## src/rtl/hazard_ctrl_unit.sv

```systemverilog
// Load-use / jump / memory-busy hazard control between ID and EX.
// Drives front-end enables and flushes, and counts load-use stall cycles.
module hazard_ctrl_unit #(
    parameter int REG_ADDR_W = 5,
    parameter int LOAD_STALL = 1,
    parameter int PERF_W     = 16
) (
    input  logic                  clk,
    input  logic                  rst,
    input  logic [REG_ADDR_W-1:0] ID_Rs,
    input  logic [REG_ADDR_W-1:0] ID_Rt,
    input  logic                  ID_UseRs,
    input  logic                  ID_UseRt,
    input  logic [REG_ADDR_W-1:0] EX_WR_out,
    input  logic                  EX_MemtoReg,
    input  logic [1:0]            EX_JumpOP,
    input  logic                  MEM_Busy,
    output logic                  PCWrite,
    output logic                  IF_IDWrite,
    output logic                  IF_Flush,
    output logic                  ID_Flush,
    output logic                  Stall_Active,
    output logic [PERF_W-1:0]     Stall_Cycles
);

    typedef enum logic {
        IDLE,
        LU_STALL
    } state_t;

    localparam bit       HZ_EN = (LOAD_STALL != 0);
    localparam bit       MULTI = (LOAD_STALL > 1);
    localparam logic [2:0] LS_M1 = 3'(LOAD_STALL - 1);

    state_t              r_state;
    state_t              w_state_nxt;
    logic [2:0]          r_cnt;
    logic [2:0]          w_cnt_nxt;
    logic [PERF_W-1:0]   r_stall_cycles;
    logic                w_hz;
    logic                w_rs_hit;
    logic                w_rt_hit;
    logic                w_jump;
    logic                w_sat;

    assign w_rs_hit = ID_UseRs && (EX_WR_out == ID_Rs);
    assign w_rt_hit = ID_UseRt && (EX_WR_out == ID_Rt);
    assign w_hz     = HZ_EN && EX_MemtoReg && (EX_WR_out != '0)
                      && (w_rs_hit || w_rt_hit);
    assign w_jump   = (EX_JumpOP != 2'b00);
    assign w_sat    = (r_stall_cycles == {PERF_W{1'b1}});

    assign Stall_Cycles = r_stall_cycles;

    // State, down-counter and saturating stall-cycle counter.
    always_ff @(posedge clk or negedge rst) begin
        if (!rst) begin
            r_state        <= IDLE;
            r_cnt          <= 3'd0;
            r_stall_cycles <= '0;
        end else begin
            r_state <= w_state_nxt;
            r_cnt   <= w_cnt_nxt;
            if (Stall_Active && !w_sat) begin
                r_stall_cycles <= r_stall_cycles + 1'b1;
            end
        end
    end

    // Next-state logic and prioritised front-end controls.
    always_comb begin
        w_state_nxt  = r_state;
        w_cnt_nxt    = r_cnt;
        PCWrite      = 1'b1;
        IF_IDWrite   = 1'b1;
        IF_Flush     = 1'b0;
        ID_Flush     = 1'b0;
        Stall_Active = 1'b0;
        if (!rst) begin
            PCWrite    = 1'b0;
            IF_IDWrite = 1'b0;
            IF_Flush   = 1'b1;
            ID_Flush   = 1'b1;
        end else if (MEM_Busy) begin
            PCWrite    = 1'b0;
            IF_IDWrite = 1'b0;
        end else if (w_jump) begin
            IF_Flush    = 1'b1;
            ID_Flush    = 1'b1;
            w_state_nxt = IDLE;
            w_cnt_nxt   = 3'd0;
        end else if ((r_state == IDLE && w_hz) || r_state == LU_STALL) begin
            PCWrite      = 1'b0;
            IF_IDWrite   = 1'b0;
            ID_Flush     = 1'b1;
            Stall_Active = 1'b1;
            if (r_state == IDLE) begin
                if (MULTI) begin
                    w_state_nxt = LU_STALL;
                    w_cnt_nxt   = LS_M1;
                end
            end else if (r_cnt == 3'd1) begin
                w_state_nxt = IDLE;
                w_cnt_nxt   = 3'd0;
            end else begin
                w_cnt_nxt = r_cnt - 3'd1;
            end
        end
    end

endmodule

```

## config.mk

```make
export PLATFORM = sky130hd
export DESIGN_NAME = hazard_ctrl_unit
export DESIGN_NICKNAME = d
export VERILOG_FILES = /design/src/rtl/hazard_ctrl_unit.sv
export SDC_FILE = /design/constraint.sdc
export NUM_CORES = 1
export LEC_CHECK = 0
export ABC_CLOCK_PERIOD_IN_PS = 3300
export CORE_ASPECT_RATIO = 1.4
export CORE_MARGIN = 5
export CORE_UTILIZATION = 47
export CTS_CLUSTER_DIAMETER = 120
export DETAILED_ROUTE_END_ITERATION = 10
export MAX_ROUTING_LAYER = met4
export PLACE_DENSITY = 0.85
export SETUP_SLACK_MARGIN = 0.02
export SYNTH_ARGS = -nofsm -noshare
export SYNTH_HDL_FRONTEND = slang
export SYNTH_SLANG_ARGS = --single-unit
```

## constraint.sdc

```tcl
create_clock -name clk -period 3.3 [get_ports clk]
set_input_delay 0.495 -clock clk [delete_from_list [all_inputs] [get_ports clk]]
set_output_delay 0.495 -clock clk [all_outputs]
set_load 0.02 [all_outputs]
```

Yosys cells after proc, flatten, opt, wreduce, memory -nomap -nowiden
Cells that the tools add are included.
{"block": "op_classes", "n_eq_ne": 4, "reduce_logical": 15, "n_bitwise": 2, "add_sub_neg": 2, "mux": 22}
{"operator": "1-bit 2-to-1 mux", "n": 18}
{"operator": "16-bit by 1-bit adder with 16-bit output, second input constant", "n": 1}
{"operator": "16-bit == test, second input constant", "n": 1}
{"operator": "3-bit 2-to-1 mux", "n": 4}
{"operator": "5-bit == test", "n": 2}
{"operator": "1-bit logical AND", "n": 6}
{"operator": "2-bit nonzero test", "n": 3}
{"operator": "5-bit nonzero test", "n": 1}
{"operator": "4-bit AND reduction", "n": 1}
{"operator": "3-bit by 1-bit == test with 1-bit output, second input constant", "n": 1}
{"operator": "3-bit AND reduction", "n": 1}
{"operator": "3-bit by 1-bit subtractor with 3-bit output, second input constant", "n": 1}
{"operator": "1-bit logical OR", "n": 2}
{"operator": "1-bit inverter", "n": 2}
{"operator": "1-bit zero test", "n": 1}
{"block": "totals", "register_bits": 20, "output_inout_bits": 21, "inputBits": 23}

Depth between registers and ports, before layout
{"block": "logic_depth", "depth_word": 11, "depth_mapped": 7, "mapped_depth_nobuf": 7}

Worst setup path after synthesis
Ideal clock, no wire load.
{"block": "synth_path", "path_type": "input-to-output", "start": "in EX_WR_out[0]", "end": "out PCWrite", "n_path_buf": 1, "arrival_ns": 1.836, "cell_stages": 5, "setup_slack_ns": 0.969, "required_time_ns": 2.805, "path_cell_list": "or4_1 o21a_1 a21oi_1 o31a_1 buf_4"}
{"block": "synth_via", "elab_chain_cells": 10}
{"item": "from (decl)", "line_no": "14", "rtl": "input logic [REG_ADDR_W-1:0] EX_WR_out,"}
{"item": "5-bit == test (on tied branches)", "line_no": "46, 47"}
{"item": "1-bit logical AND (on tied branches)", "line_no": "46, 47"}
{"item": "1-bit logical OR", "line_no": "49", "rtl": "&& (w_rs_hit || w_rt_hit);"}
{"item": "1-bit logical AND (*)", "line_no": "49"}
{"item": "1-bit logical AND (*)", "line_no": "92", "rtl": "end else if ((r_state == IDLE && w_hz) || r_state == LU_STALL) begin"}
{"item": "1-bit logical OR (*)", "line_no": "92"}
{"item": "1-bit 2-to-1 mux (*) (4 in series)"}
{"item": "to (decl)", "line_no": "18", "rtl": "output logic PCWrite,"}
Every way passes the cells marked *; elsewhere a longest branch is shown, timed or not.

Final worst setup path
{"block": "layout_path", "start": "in EX_WR_out[0]", "end": "out PCWrite"}
{"block": "layout_via", "elab_chain_cells": 10}
{"item": "5-bit == test (on tied branches)", "line_no": "46, 47"}
{"item": "1-bit logical AND (on tied branches)", "line_no": "46, 47"}
{"item": "1-bit logical OR", "line_no": "49"}
{"item": "1-bit logical AND (*)", "line_no": "49"}
{"item": "1-bit logical AND (*)", "line_no": "92"}
{"item": "1-bit logical OR (*)", "line_no": "92"}
{"item": "1-bit 2-to-1 mux (*)", "line_no": "92"}
{"item": "1-bit 2-to-1 mux (*)", "line_no": "87", "rtl": "end else if (w_jump) begin"}
{"item": "1-bit 2-to-1 mux (*)", "line_no": "84", "rtl": "end else if (MEM_Busy) begin"}
{"item": "1-bit 2-to-1 mux (*)", "line_no": "79", "rtl": "if (!rst) begin"}
Marked as above.

==> metrics.yaml <==
floorplanning:
  initial_core_util_pct: 47.7
  io-pin-count: 44
  core_region_area_sq_mm: 0.00256
  die_area_sq_mm: 0.00373
  rows: 22
  die_h_um: 70.3
  die_x_um: 53.1
clock_tree:
  htree_levels: 1
  cts_tree: "yes"
  root_buffer: "clkbuf_4"
  clkTransAtPathRegs_ns: 0.10
  cts_sinks: 20
  postCtsSetupBuffers: 0
  cts-buffers-inserted: 3
  cts_buffer_depth: 2
  cts_hold_buf: 0
  worstSkewPairLatency_ns: 0.30
critical_path:
  crit_type: "primary input to output pin"
  reg2reg_depth: 5
  crit_path_end_kind: "output pin"
  crit_path_start_kind: "primary input"
  cp.arrival_ns: 2.67
  required_ns: 2.80
  cp_max_fo: 4
placed_design:
  gp_congestion: 0.798
  portBuffers: 43
  hpwlAfterDp_mm: 2.65
sta:
  skew_ns: 0.00114
  fin_crit_sh_pct: 95.8
  min_period_ns: 3.16
  fmax_mhz: 316
  timing.hold.ws_ns: 0.485
  tightestPinTransition_ns: 0.530
  hold_viol: 0
  rsz0062_at_grt: "false"
  relSlewSlack_pct: 64.3
  setup_viol_count_final: 0
  drv_slew: 0
power_and_ir_drop:
  power.density_mw_per_mm2: 278
  p_total_mw: 0.484
  peakVddDrop_mv: 0.219
  p_leak_nw: 0.690
drt:
  drc_errors: 0
  via_per_inst: 5.64
  avgRoutedWirePerCell_um: 16.0
  drtAntennaViolNets: 0
  drt_iter0_drc: 31
  vias: 1191
  finalWirelength_mm: 3.37
  first_pass_iters: 4
synthesis:
  synth.distinct_cells: 30
  synth_top_cell_by_area: "dfrtp_1"
  synth_top_flop_cell: "dfrtp_1"
  syn_nets: 152
  synth-seq-cells: 20
  synth_warnings: 0
  yosysSeqAreaShare_pct: 41.0
  synth.area.top_cells: "dfrtp_1, xnor2_1, nand4_1, nand2_1, nand3_1"
  async_flop_share_pct: 100
  syn_inst: 126
  synth_edf_count: 0
  yosys.area.top_type_share_pct: 41.0
  netlist_area_sq_mm: 0.00122
  syn_avg_cell_area_sq_um: 9.68
global_route:
  gr-total-overflow: 0
  grt_pass1_wl_mm: 5.51
  grt_pass1_vias: 1218
  grt_util_all_layers_pct: 19.8
  grt_max_degree: 24
  antenna_found_initial: 0
finish:
  area_growth_pct: 42.7
  fin_util_pct: 68.0
  layout_commonest_cell: "clkdlybuf4s50_1"
  nets: 203
  mostFrequentLayoutCells: "clkdlybuf4s50_1, xnor2_1, dfrtp_1"
  drive_gt1_share_pct: 8.00
  diodes: 0
status:
  run_status: "finished, final reports clean"
job:
  cap_violations: 0
hold_path:
  whs_path_depth: 1
  hold_class: "flop to flop"
==> final cells by class <==
| class | count | area [sq um] |
|---|---|---|
| fill | 229 | 820 |
| multi-input combinational | 99 | 681 |
| sequential | 20 | 500 |
| timing repair buffer | 49 | 477 |
| tap | 36 | 45.0 |
| clock buffer | 3 | 22.5 |
| inverter | 4 | 15.0 |
==> layer usage <==
metal / routed length (um) / up-vias / global-route usage (%)
met3: 347 / 5 / 3.84
met5: 0 / - / -
met2: 1840 / 47 / 35.4
met4: 55 / 0 / 8.24
met1: 1130 / 582 / 20.3
li1: - / 557 / -
==> registers in the layout, summed over array words and instances, names as in the netlist <==
name          flops
r_cnt             3
r_state           1
Stall_Cycles     16
==> power breakdown <==
| group | switching, mW | internal, mW | total [mW] |
|---|---|---|---|
| clock | 0.0723 | 0.0427 | 0.115 |
| combinational | 0.0513 | 0.0579 | 0.109 |
| sequential | 0.00675 | 0.253 | 0.260 |
==> per-stage QoR <==
stage	setup TNS, ns	instance area (sq um)	cells	setup slack, ns
floorplan	0	1220	126	0.969
global placement	0	1720	208	0.0817
detailed placement	-0.00943	1720	208	-0.00943
CTS	0	1740	211	0.117
global route	0	1740	211	0.0264
finish	0	1740	211	0.139
==> cells in the mapped netlist (2+ instances only) <==
library cell / count
xnor2_1: 24
dfrtp_1: 20
nand2_1: 11
nand4_1: 10
nor2_1: 9
nand3_1: 8
and3_1: 6
o21ai_0: 5
inv_1: 4
ha_1: 3
mux2_2: 3
a21oi_1: 2
and2_1: 2
nand4b_1: 2
o31ai_1: 2
==> worst paths after layout <==
kind / startpoint / end / slack, ns
max: EX_WR_out[0] / PCWrite / 0.14
min: r_cnt[2]$_DFFE_PN0P_ / r_cnt[2]$_DFFE_PN0P_ / 0.49
max reg2reg: Stall_Cycles[6]$_DFFE_PN0P_ / Stall_Cycles[1]$_DFFE_PN0P_ / 1.30
min reg2reg: r_cnt[2]$_DFFE_PN0P_ / r_cnt[2]$_DFFE_PN0P_ / 0.49
max in group asynchronous: rst / r_cnt[0]$_DFFE_PN0P_ / 2.45
min in group asynchronous: rst / Stall_Cycles[13]$_DFFE_PN0P_ / 0.63
==> kinds of logic after synthesis <==
| group | count (synthesis) | share of synthesized area, % |
|---|---|---|
| AO/OA/AOI/OAI | 16 | 9.03 |
| XOR/XNOR | 24 | 17.2 |
| AND/OR/NAND/NOR | 53 | 23.7 |
| multiplexers | 3 | 2.77 |
| flip-flops | 20 | 41.0 |
| buffers and inverters | 7 | 3.18 |
| adder cells (fa/ha/maj) | 3 | 3.08 |
==> worst max-delay path, stage by stage <==
cell             delay [ns]
clkdlybuf4s50_1        0.42
or4_1                  0.54
o21a_1                 0.22
a21oi_1                0.20
o31a_1                 0.17
clkdlybuf4s50_1        0.61
==> repair_timing <==
action	in CTS	in global routing
hold endpoints to repair	0	0
gates resized for setup	1	1
endpoints found under the setup margin	1	1
No activity file was read; power rests on OpenSTA's default activity.
